===== config.mk =====
export PLATFORM = sky130hd
export DESIGN_NAME = dmem_rr_arbiter_flat
export DESIGN_NICKNAME = d
export VERILOG_FILES = /design/src/rtl/mc_pkg.sv /design/src/rtl/dmem_rr_arbiter_if.sv /design/src/rtl/rr_pick.sv /design/src/rtl/dmem_rr_arbiter.sv /design/src/flat_wrapper.sv
export SDC_FILE = /design/constraint.sdc
export NUM_CORES = 1
export LEC_CHECK = 0
export ABC_CLOCK_PERIOD_IN_PS = 10900
export CORE_MARGIN = 1.5
export CORE_UTILIZATION = 40
export DETAILED_ROUTE_END_ITERATION = 10
export PLACE_DENSITY = 0.78
export SYNTH_ARGS = -nofsm -noshare
export SYNTH_HDL_FRONTEND = slang
export SYNTH_HIERARCHICAL = 1
export SYNTH_SLANG_ARGS = --single-unit

===== constraint.sdc =====
create_clock -name Clk -period 10.9 [get_ports Clk]
set_clock_uncertainty 0.05 [all_clocks]
set_input_delay 1.635 -clock Clk [delete_from_list [all_inputs] [get_ports Clk]]
set_output_delay 1.635 -clock Clk [all_outputs]
set_load 0.02 [all_outputs]

===== src/rtl/mc_pkg.sv =====
// Shared types and constants for the data-memory arbiter slice.
// Imported by the bus interface, the picker and the arbiter top.
package mc_pkg;

    localparam int NUM_CORES_DEFAULT = 8;
    localparam int CID_W = $clog2(NUM_CORES_DEFAULT);

    typedef enum logic [1:0] {
        IDLE  = 2'd0,
        ISSUE = 2'd1,
        WAIT  = 2'd2,
        ACK   = 2'd3
    } state_t;

endpackage


===== src/rtl/dmem_rr_arbiter_if.sv =====
// Core-array and RAM-side signal bundle of the data-memory arbiter.
// master: the arbiter; slave: cores plus data_mem.
interface dmem_rr_arbiter_if
    import mc_pkg::*;
#(
    parameter int WIDTH     = 8,
    parameter int NUM_CORES = NUM_CORES_DEFAULT
);
    localparam int CW = $clog2(NUM_CORES);

    logic [NUM_CORES-1:0]       req;
    logic [NUM_CORES-1:0]       we;
    logic [NUM_CORES*WIDTH-1:0] addr_in;
    logic [NUM_CORES*WIDTH-1:0] wdata_in;
    logic [WIDTH-1:0]           ram_addr;
    logic [WIDTH-1:0]           ram_wdata;
    logic                       ram_wEn;
    logic                       ram_rEn;
    logic [WIDTH-1:0]           ram_rdata;
    logic [NUM_CORES*WIDTH-1:0] rdata_out;
    logic [NUM_CORES-1:0]       ack;
    logic                       busy;
    logic [CW-1:0]              grant_id;

    modport master (
        input  req, we, addr_in, wdata_in, ram_rdata,
        output ram_addr, ram_wdata, ram_wEn, ram_rEn,
        output rdata_out, ack, busy, grant_id
    );

    modport slave (
        output req, we, addr_in, wdata_in, ram_rdata,
        input  ram_addr, ram_wdata, ram_wEn, ram_rEn,
        input  rdata_out, ack, busy, grant_id
    );

endinterface


===== src/rtl/rr_pick.sv =====
// Rotating-priority winner select: lowest requester at or above ptr,
// wrapping past N-1 back to 0.
module rr_pick #(
    parameter int N  = 8,
    parameter int CW = $clog2(N)
) (
    input  logic [N-1:0]  req,
    input  logic [CW-1:0] ptr,
    output logic          found,
    output logic [CW-1:0] idx
);

    logic [N-1:0]  rot;
    logic [CW-1:0] off;

    always_comb begin
        // rot[i] == req[(i + ptr) mod N]
        rot   = N'({req, req} >> ptr);
        found = |req;
        off   = '0;
        for (int i = N - 1; i >= 0; i--) begin
            if (rot[i]) off = CW'(i);
        end
        idx = off + ptr;
    end

endmodule


===== src/rtl/dmem_rr_arbiter.sv =====
// Round-robin time-sharing of the single-port data RAM among the cores.
// One transaction at a time: IDLE -> ISSUE -> (WAIT) -> ACK.
module dmem_rr_arbiter
    import mc_pkg::*;
#(
    parameter int WIDTH     = 8,
    parameter int NUM_CORES = NUM_CORES_DEFAULT
) (
    input logic               Clk,
    input logic               Rst,
    dmem_rr_arbiter_if.master bus
);

    localparam int CW = $clog2(NUM_CORES);

    state_t                     state;
    logic [CW-1:0]              ptr;
    logic [CW-1:0]              gid;
    logic                       l_we;
    logic [WIDTH-1:0]           l_addr;
    logic [WIDTH-1:0]           l_wdata;
    logic [NUM_CORES*WIDTH-1:0] rbank;
    logic                       pick_found;
    logic [CW-1:0]              pick_idx;

    rr_pick #(.N(NUM_CORES)) u_pick (
        .req   (bus.req),
        .ptr   (ptr),
        .found (pick_found),
        .idx   (pick_idx)
    );

    always_ff @(posedge Clk) begin
        if (Rst) begin
            state   <= IDLE;
            ptr     <= '0;
            gid     <= '0;
            l_we    <= 1'b0;
            l_addr  <= '0;
            l_wdata <= '0;
            rbank   <= '0;
        end else begin
            unique case (state)
                IDLE: begin
                    if (pick_found) begin
                        gid     <= pick_idx;
                        l_we    <= bus.we[pick_idx];
                        l_addr  <= bus.addr_in[pick_idx*WIDTH +: WIDTH];
                        l_wdata <= bus.wdata_in[pick_idx*WIDTH +: WIDTH];
                        state   <= ISSUE;
                    end
                end
                ISSUE: state <= l_we ? ACK : WAIT;
                WAIT: begin
                    rbank[gid*WIDTH +: WIDTH] <= bus.ram_rdata;
                    state <= ACK;
                end
                ACK: begin
                    ptr   <= gid + 1'b1;
                    state <= IDLE;
                end
                default: state <= IDLE;
            endcase
        end
    end

    // Address/data come straight from the latch, so they hold between ISSUEs.
    assign bus.ram_addr  = l_addr;
    assign bus.ram_wdata = l_wdata;
    assign bus.ram_wEn   = (state == ISSUE) && l_we;
    assign bus.ram_rEn   = (state == ISSUE) && !l_we;
    assign bus.ack       = (state == ACK) ? (NUM_CORES'(1) << gid) : '0;
    assign bus.busy      = (state != IDLE);
    assign bus.grant_id  = gid;
    assign bus.rdata_out = rbank;

endmodule


===== src/flat_wrapper.sv =====
// flat-port wrapper written by rule: the top's interface ports become plain ports
module dmem_rr_arbiter_flat import mc_pkg::*;
#(
    parameter int WIDTH     = 8,
    parameter int NUM_CORES = NUM_CORES_DEFAULT
)
  (Clk, Rst, bus_req, bus_we, bus_addr_in, bus_wdata_in, bus_ram_rdata, bus_ram_addr, bus_ram_wdata, bus_ram_wEn, bus_ram_rEn, bus_rdata_out, bus_ack, bus_busy, bus_grant_id);
  dmem_rr_arbiter_if #(.WIDTH(WIDTH), .NUM_CORES(NUM_CORES)) bus_i ();
  input logic Clk;
  input logic Rst;
  input wire logic [$bits(bus_i.req)-1:0] bus_req;
  input wire logic [$bits(bus_i.we)-1:0] bus_we;
  input wire logic [$bits(bus_i.addr_in)-1:0] bus_addr_in;
  input wire logic [$bits(bus_i.wdata_in)-1:0] bus_wdata_in;
  input wire logic [$bits(bus_i.ram_rdata)-1:0] bus_ram_rdata;
  output wire logic [$bits(bus_i.ram_addr)-1:0] bus_ram_addr;
  output wire logic [$bits(bus_i.ram_wdata)-1:0] bus_ram_wdata;
  output wire logic [$bits(bus_i.ram_wEn)-1:0] bus_ram_wEn;
  output wire logic [$bits(bus_i.ram_rEn)-1:0] bus_ram_rEn;
  output wire logic [$bits(bus_i.rdata_out)-1:0] bus_rdata_out;
  output wire logic [$bits(bus_i.ack)-1:0] bus_ack;
  output wire logic [$bits(bus_i.busy)-1:0] bus_busy;
  output wire logic [$bits(bus_i.grant_id)-1:0] bus_grant_id;
  assign bus_i.req = bus_req;
  assign bus_i.we = bus_we;
  assign bus_i.addr_in = bus_addr_in;
  assign bus_i.wdata_in = bus_wdata_in;
  assign bus_i.ram_rdata = bus_ram_rdata;
  assign bus_ram_addr = bus_i.ram_addr;
  assign bus_ram_wdata = bus_i.ram_wdata;
  assign bus_ram_wEn = bus_i.ram_wEn;
  assign bus_ram_rEn = bus_i.ram_rEn;
  assign bus_rdata_out = bus_i.rdata_out;
  assign bus_ack = bus_i.ack;
  assign bus_busy = bus_i.busy;
  assign bus_grant_id = bus_i.grant_id;
  dmem_rr_arbiter #(.WIDTH(WIDTH), .NUM_CORES(NUM_CORES)) u_core (.Clk(Clk), .Rst(Rst), .bus(bus_i));
endmodule

## Word-level counts from Yosys, hierarchy flattened

Index checks and enable logic that the tools add are counted.

- Flip-flop bits (word level): 89
- Bits of input ports: 154
- Output and inout bits: 94
- Word-level logic and storage cells: 43

- $add $sub $neg: 3
- $lt $le $gt $ge: 1
- Equality and inequality tests: 4
- Shifts and indexed selects: 6
- Muxes and demuxes: 15
- Reductions and logical operators: 7

Operator list:

| operator | count |
|---|---|
| indexed part select 64 x 7 -> 8 bit | 2 |
| bitwise mux 64 bit | 1 |
| variable shift 8 x 34 -> 64 bit (first input constant) | 1 |
| indexed part select 8 x 34 -> 64 bit | 1 |
| negator 6 -> 34 bit | 1 |
| 2-to-1 mux 3 bit | 8 |
| >> shifter 16 x 3 -> 8 bit | 1 |
| 2-to-1 mux 8 bit | 1 |
| case mux 2 bit (4 select lines) | 1 |
| OR reduction 8 bit | 1 |
| << shifter 1 x 3 -> 8 bit (first input constant) | 1 |
| equality test 2 bit (second input constant) | 2 |
| less-than comparator 3 x 4 -> 1 bit (second input constant) | 1 |
| adder 3 x 1 -> 3 bit (second input constant) | 1 |
| adder 3 bit | 1 |
| binary-select mux 1 bit (select 3 bit) | 1 |
| equality test 2 x 1 -> 1 bit (second input constant) | 1 |
| logical AND 1 bit | 2 |
| logical NOT 2 bit | 1 |
| 2-to-1 mux 1 bit | 2 |
| 2-to-1 mux 2 bit | 1 |
| inequality test 2 x 1 -> 1 bit (second input constant) | 1 |
| AND reduction 2 bit | 1 |
| nonzero test 2 bit | 1 |
| logical NOT 1 bit | 1 |

## Depth between registers and ports, before layout

Gate-level depths: netlist of run 1.

- Depth after elaboration: 12
- Mapped depth: 17

## Modules after synthesis

The synthesis of run 1 kept the hierarchy.

Modules (own cells, without submodules):

| module | times used | cells an instance | area each (µm²) | seq. area each (µm²) |
|---|---|---|---|---|
| dmem_rr_arbiter | 1 | 532 | 4782.1 | 1781.7 |
| rr_pick | 1 | 50 | 519.2 | 0.0 |

## Worst setup path after synthesis of run 1

No wires, ideal clock.

- Path kind: input -> register
- Start point: input bus_req[7]
- End point: register u_core.l_addr[3] (netlist: u_core/bus.ram_addr[3])
- Library setup time: 134 ps
- Arrival time: 4668 ps
- Required time: 10716 ps
- Setup slack: 6049 ps
- Stages on the path: 16
- Path buffers: 2
- Cells stage by stage: mux4_1 mux2i_1 o311ai_0 a21bo_2 a31oi_1 ha_1 inv_1 fa_1 xnor2_1 xnor2_1 nor2b_1 buf_2 buf_2 a22oi_1 a21oi_1 nor3_2

- Longest elaborated chain between the ends: 11
- Elaborated cells between the ends (all ways): 13
- Those cells by class: add/sub (1); shift (2); mux (8); reduce/logical (2)

RTL lines:

| element | line | source |
|---|---|---|
| from (decl) | flat_wrapper.sv:11 | `input wire logic [$bits(bus_i.req)-1:0] bus_req;` |
| >> shifter 16 x 3 -> 8 bit * | rr_pick.sv:18 | `rot = N'({req, req} >> ptr);` |
| 2-to-1 mux 3 bit (7 in series) | rr_pick.sv:22 | `if (rot[i]) off = CW'(i);` |
| 2-to-1 mux 3 bit * | rr_pick.sv:22 |  |
| adder 3 bit * | rr_pick.sv:24 | `idx = off + ptr;` |
| named net u_core.pick_idx[2] | dmem_rr_arbiter.sv:24 | `logic [CW-1:0] pick_idx;` |
| indexed part select 64 x 7 -> 8 bit * | dmem_rr_arbiter.sv:48 | `l_addr <= bus.addr_in[pick_idx*WIDTH +: WIDTH];` |
| to (signal assigned) | dmem_rr_arbiter.sv:48 |  |
| to (decl) | dmem_rr_arbiter.sv:20 | `logic [WIDTH-1:0] l_addr;` |

The timed path passes the listed nets; every way through them passes the cells marked *.
A chain may end at the register's enable or synchronous reset.

## Worst setup path in the final report of run 1

- Start point: input bus_req[0]
- End point: register u_core.l_we

- Longest elaborated chain between the ends: 12
- Elaborated cells between the ends (all ways): 14
- Those cells by class: add/sub (1); shift (1); mux (10); reduce/logical (2)

RTL lines:

| element | line | source |
|---|---|---|
| >> shifter 16 x 3 -> 8 bit * | rr_pick.sv:18 |  |
| 2-to-1 mux 3 bit (7 in series) | rr_pick.sv:22 |  |
| 2-to-1 mux 3 bit * | rr_pick.sv:22 |  |
| adder 3 bit * | rr_pick.sv:24 |  |
| named net u_core.pick_idx[2] | dmem_rr_arbiter.sv:24 |  |
| binary-select mux 1 bit (select 3 bit) * | dmem_rr_arbiter.sv:47 | `l_we <= bus.we[pick_idx];` |
| 2-to-1 mux 1 bit (not written as such) * | dmem_rr_arbiter.sv:47 |  |
| to (signal assigned) | dmem_rr_arbiter.sv:47 |  |
| to (decl) | dmem_rr_arbiter.sv:19 | `logic l_we;` |

The timed path passes the listed nets; every way through them passes the cells marked *. The select of a mux whose other input is x is not followed.

==> results.md, run 1 <==
* Status: completed
* Die X-Extent at 118 µm
* Clock sinks at 89
* Setup-failing EPs final at 0
* Psw at 0.659 mW
* Worst Hold Class: flop to flop
* Slowest CP cell: and2_1
* Post-Syn Area at 0.00530 mm²
* Core area at 0.0128 mm²
* Antenna violations before repair at 1
* Initial Util at 41.5%
* Number of port buffers at 247
* Placed cell areas at 0.00772 mm²
* Pleak at 2.84 nW
* Synth Warn # at 6
* CP max FO at 17
* Final core area utilization at 62.8%
* Clock network power share at 20.2%
* Synth cell types at 54
* Total GRT Usage at 25.9%
* Total Routed Length at 18,700 µm
* RSZ-0062 raised after global routing: no
* Number of global-route vias before repair at 5,326
* Hpwl dp at 14,000 µm
* Fmax at 169 MHz
* Grt ovf at 0
* TritonCTS clock tree: yes
* Design Area, Final at 0.00803 mm²
* Startpoint types: primary input
* Slew Limit Fails at 0
* Post-synthesis async set-or-reset flop share at 0%
* Clk_lat worst skew at 0.33 ns
* Tightest Pin Transition at 1.13 ns
* Number of synthesized flops with an enable pin at 0
* Worst vdd ir at 122 µV
* CTS Hold Bufs at 0
* Hold Vio Cnt, Final at 0
* Min Clock Period, post-route at 5.92 ns
* Total power at 1.57 mW
* Tcrit/Tclk final at 54.3%
* Clock Tree Buf Depth at 2
* DR pass1 iterations at 5
* R2r setup slk at 6.03 ns
* Worst-path cell chain: clkdlybuf4s50_1, mux4_1, mux2i_1, o311ai_0, a21bo_2, a31oi_1, ha_1, inv_1, fa_1, xnor2_1, xnor2_1, and2_1, a22oi_1, a21oi_1, nor3_1
* Die Area at 0.0140 mm²
* Setup TNS Final at 0 ns
* Inst Count DP at 958
* Internal at 0.912 mW
* Row count at 41
* Non-Filler Instances at 976
* Layout Area Growth over Synthesis at 51.4%
* Clock transition at path regs at 0.07 ns
* Routability cong. at 0.886
* Drt drc at 0
* Setup WS post-layout at 4.98 ns
* Postcts setup bufs at 0
* Switching Share at 41.9%
* Slew margin rel. at 24.4%
* TritonCTS buffer count at 9
* Largest net degree at the start of global routing at 91
* CTS H-tree lvls at 3
* Antenna viol nets, final at 0
* Routed vias at 5,299
* WP data required at 11.03 ns
* Share of post-route cells with drive strength above 1 at 5.86%
* Post-synthesis register bit count at 89
* DR iter-0 viols at 460
* Seq/Total Area, Yosys at 33.6%
* Power per cell area at 196 mW/mm²
* Worst setup path class: primary input to flop
* Place WS at 4.72 ns
* Nets at 967
* Buf/Inv on CP at 2
* Most used cell, CP: xnor2_1
* Commonest cells after routing, fill and taps aside: clkdlybuf4s50_1 (246), mux2i_1 (92), dfxtp_1 (89)
* Max incr delay on CP at 0.70 ns
* Setup crit end kind: flop
* Root Driver: clkbuf_16
* # Max-Cap Violations at 0
* Routed len/inst at 19.2 µm
* First-pass GRT wire length at 29,300 µm
* Comb pwr share at 53.5%
* Most common cell after layout, fill and taps aside: clkdlybuf4s50_1
* Vias/cell at 5.43
* Arrival time worst endpoint at 6.05 ns
* Mapped Nets at 752
* Boundary Pins at 248
* Post-cts resize count at 0
* Most used flip-flop cell after synthesis: dfxtp_1
* Gate Count Post-Synth at 582
* Sequential power share at 26.4%
* Mean Syn Cell Area at 9.11 µm²
* Crit-path leading delay family: compound AO/OA/AOI/OAI gates
* Die Ht at 118 µm
* Hold slack final at 0.400 ns
-- synthesized netlist by cell type (2+ instances only) --
library cell / instances / area (µm²)
mux2i_1: 92 / 921
dfxtp_1: 89 / 1780
nand2_1: 55 / 206
a21oi_1: 53 / 265
nor2_1: 41 / 154
a22oi_1: 34 / 255
nand4_1: 24 / 150
buf_2: 18 / 90.1
nand3b_1: 16 / 120
o21ai_1: 16 / 80.1
ha_1: 15 / 188
clkbuf_1: 14 / 52.6
and2_1: 11 / 68.8
inv_1: 10 / 37.5
nor3_2: 10 / 100
nand3_1: 9 / 45.0
nor3_1: 9 / 45.0
buf_6: 8 / 90.1
mux4_1: 7 / 184
and3_1: 5 / 31.3
buf_4: 4 / 30.0
nor2b_1: 4 / 25.0
mux2_2: 3 / 33.8
buf_8: 2 / 30.0
nor4_1: 2 / 12.5
o211ai_1: 2 / 15.0
xnor2_1: 2 / 17.5
-- final cells by class --
class	count	area [µm²]
clock buffers	10	229
inverters	11	42.5
multi-input cells	435	3180
flip-flops and latches	89	1780
repair buffers	251	2500
diodes	2	5.00
well taps	172	215
fillers	1063	4750
clock inverters	6	73.8
-- power groups by stage --
stage                     combinational (mW)  clock (mW)  sequential (mW)
final                                  0.840       0.317            0.414
after global routing                   0.905       0.337            0.420
after CTS                              0.836       0.323            0.414
after detailed placement               0.832           0            0.421
after global placement                 0.807           0            0.416
after floorplan                        0.575           0            0.442
-- routing by layer --
layer / part of all wire, % / up-vias / routed length, µm / global-route usage, %
met3: 7.7 / 38 / 1450 / 5.67
li1: - / 2549 / - / -
met5: 0 / - / 0 / 0
met1: 41 / 2477 / 7600 / 31.7
met2: 48 / 235 / 9030 / 44.0
met4: 3.4 / 0 / 629 / 10.6
-- state kept, by name, summed over array words and instances (netlist names) --
| name | flops |
|---|---|
| u_core/bus.ram_wdata | 8 |
| u_core/state | 2 |
| u_core/bus.rdata_out | 64 |
| u_core/bus.grant_id | 3 |
| u_core/l_we | 1 |
| u_core/ptr | 3 |
| u_core/bus.ram_addr | 8 |
-- worst paths after layout --
check / start / to / cells past startpoint
worst max-delay path: bus_req[0] / u_core/l_we / 15
worst min-delay path: u_core/bus.rdata_out[25] / u_core/bus.rdata_out[25] / 2
worst max register to register: u_core/ptr[0] / u_core/l_we / 14
worst min register to register: u_core/bus.rdata_out[25] / u_core/bus.rdata_out[25] / 2
-- worst reg2reg max path: cells and delay by family (launching register included) --
kind	cells	cell delay (ns)
xor gates and xnor gates	2	0.55
muxes	2	0.94
buffers and inverters	1	0.05
AOI/OAI and AO/OA	5	1.14
DFF	1	0.66
and+or+nand+nor	2	0.78
adders and majority gates	2	0.55
-- kinds of logic after synthesis --
logic type / synth area share [%]
multiplexers: 21.8
AO/OA/AOI/OAI: 13.7
buffers and inverters: 6.37
flip-flops: 33.6
AND/OR/NAND/NOR: 20.3
adder cells (fa/ha/maj): 3.92
XOR/XNOR: 0.330
Power figures use the tool's default switching activity.
==> run 2: changes to the inputs <==
ABC_CLOCK_PERIOD_IN_PS = 5100   (was 10900)
CORE_UTILIZATION = 38   (was 40)
clock period = 5.1 ns   (was 10.9 ns; I/O delays follow)
==> results.md, run 2 (synthesis gave the netlist of run 1 again) <==
* Status: completed
* Clock transition at path regs at 0.06 ns (about the same)
* Placed cell areas at 0.00777 mm² (+0.68%)
* Antenna viol nets, final at 0 (unchanged)
* Largest net degree at the start of global routing at 90 (-1.1%)
* Crit path from: bus_req[6]
* Power per cell area at 416 mW/mm² (+110%)
* Boundary Pins at 248 (unchanged)
* Drt drc at 0 (unchanged)
* Initial Util at 39.4% (-2.1 points)
* Tcrit/Tclk final at 91.6%
* CTS Hold Bufs at 0 (unchanged)
* Register cell area after layout at 0.00178 mm² (unchanged)
* Layout Area Growth over Synthesis at 52.3%
* Clock Tree Buf Depth at 2 (unchanged)
* Worst Hold Class: flop to flop
* R2r worst-path depth at 14 (unchanged)
* Post-cts resize count at 0 (unchanged)
* Routability cong. at 0.867 (-2.1%)
* Root Driver: clkbuf_16
* Number of port buffers at 247 (unchanged)
* Routed vias at 5,372 (+1.4%)
* Clk_lat worst skew at 0.35 ns (+0.02 ns)
* Postcts setup bufs at 0 (unchanged)
* Arrival time worst endpoint at 4.81 ns (-1.24 ns)
* Slew margin rel. at 29.4% (+5.1 points)
* Antenna violations before repair at 1 (unchanged)
* Vias/cell at 5.47 (+0.76%)
* Die Area at 0.0147 mm² (+5.1%)
* Place WS at 0.138 ns (-4.58 ns)
* Setup crit end kind: flop
* Routed len/inst at 18.9 µm (-1.5%)
* Setup TNS Final at 0 ns (unchanged)
* Pleak at 2.87 nW (+0.86%)
* CTS H-tree lvls at 3 (unchanged)
* Die X-Extent at 121 µm (+2.5%)
* Max reg flops at 64 (unchanged)
* CP max FO at 17 (unchanged)
* Worst-path cell chain: clkdlybuf4s50_1, mux4_1, mux2i_1, o311ai_0, a21bo_2, a31oi_1, ha_1, inv_1, fa_1, xnor2_1, xnor2_1, nor2_2, a22oi_1, a21oi_1, nor3_2
* # Max-Cap Violations at 0 (unchanged)
* CP Capture Point: u_core/bus.ram_addr[1]
* Worst setup path class: primary input to flop
* Fmax at 214 MHz
* Tightest Pin Transition at 1.06 ns (-0.0779 ns)
* Most used cell, CP: xnor2_1
* TritonCTS clock tree: yes
* Levels on crit path at 15 (unchanged)
* Crit-path leading delay family: compound AO/OA/AOI/OAI gates
* Buf/Inv on CP at 2 (unchanged)
* Share of post-route cells with drive strength above 1 at 6.09% (+0.23 points)
* Multi-input logic area at 0.00318 mm² (unchanged)
* Fill cells at 1,195 (+12%)
* Hpwl dp at 14,100 µm (+0.74%)
* Row count at 42 (+2.4%)
* Hold Vio Cnt, Final at 0 (unchanged)
* Startpoint types: primary input
* Die Ht at 121 µm (+2.5%)
* Hold slack final at 0.397 ns (-0.00287 ns)
* Core area at 0.0135 mm² (+5.3%)
* Setup WS post-layout at 0.431 ns (-4.55 ns)
* TritonCTS buffer count at 9 (unchanged)
* Max incr delay on CP at 0.62 ns (-0.08 ns)
* Setup-failing EPs final at 0 (unchanged)
* Min Clock Period, post-route at 4.67 ns
* Total GRT Usage at 25.5% (-0.43 points)
* Total power at 3.36 mW (+110%)
* Design Area, Final at 0.00807 mm² (+0.56%)
* DR iter-0 viols at 340 (-26%)
* FF-to-FF End: u_core/bus.ram_addr[1]
* DR pass1 iterations at 5 (unchanged)
* Non-Filler Instances at 982 (+0.61%)
* Nets at 970 (+0.31%)
* Commonest cells after routing, fill and taps aside: clkdlybuf4s50_1 (246), mux2i_1 (92), dfxtp_1 (89)
* Worst vdd ir at 319 µV (+160%)
* Reg2reg start: u_core/ptr[0]
* First-pass GRT wire length at 29,500 µm (+0.69%)
* Slowest CP cell: nor2_2
* Grt ovf at 0 (unchanged)
* Total Routed Length at 18,500 µm (-0.88%)
* Most common cell after layout, fill and taps aside: clkdlybuf4s50_1
* WP data required at 5.24 ns (-5.79 ns)
* RSZ-0062 raised after global routing: no
* Inst Count DP at 965 (+0.73%)
* Number of global-route vias before repair at 5,528 (+3.8%)
* Clock sinks at 89 (unchanged)
* Final core area utilization at 60.0% (-2.8 points)
* R2r setup slk at 0.62 ns (-5.41 ns)
* Slew Limit Fails at 0 (unchanged)
-- run 2: changes by cell type in the layout (fill, tap and decap cells not counted) --
cell        change
buf_12          +2
buf_4           +1
clkbuf_1        +1
clkbuf_8        +1
clkinv_2        +1
clkinvlp_4      -1
diode_2         -1
inv_6           -1
inv_8           -1
-- run 2: layer usage --
metal,track usage [%],vias up,share of wire [%]
met2,45.6,247,50
met5,0,-,0
met1,29.8,2530,39
met3,6.63,33,8.5
met4,7.72,0,2.8
li1,-,2562,-
-- run 2: tightest hold or removal path, stage by stage, from the launching register on --
cell     delay, ns
dfxtp_1       0.31
nand2_1       0.05
a21oi_1       0.05
-- run 2: how the worst min path moves through the flow --
stage	start	end	slack, ns	cells after the start
3_5_place_dp	u_core/bus.rdata_out[53]	u_core/bus.rdata_out[53]	0.39	2
2_1_floorplan	u_core/ptr[2]	u_core/ptr[2]	0.42	2
5_1_grt	u_core/bus.rdata_out[29]	u_core/bus.rdata_out[29]	0.43	2
3_3_place_gp	u_core/bus.rdata_out[56]	u_core/bus.rdata_out[56]	0.39	2
6_report	u_core/bus.rdata_out[53]	u_core/bus.rdata_out[53]	0.40	2
4_1_cts	u_core/bus.rdata_out[53]	u_core/bus.rdata_out[53]	0.40	2
-- run 2: power breakdown --
group / switching (mW) / internal (mW) / leakage (nW) / total [mW]
clock network: 0.277 / 0.395 / 0.143 / 0.672
logic: 1.01 / 0.791 / 2.00 / 1.80
registers: 0.0989 / 0.787 / 0.723 / 0.886
total: 1.39 / 1.97 / 2.87 / 3.36
-- run 2: cell type report --
class,instances,area share [%]
Inverter,11,0.527
Tap cell,176,2.73
Antenna cell,1,0.0310
Multi-Input combinational cell,435,39.4
Clock buffer,12,3.05
Clock inverter,4,0.636
Sequential cell,89,22.1
Timing Repair Buffer,254,31.5
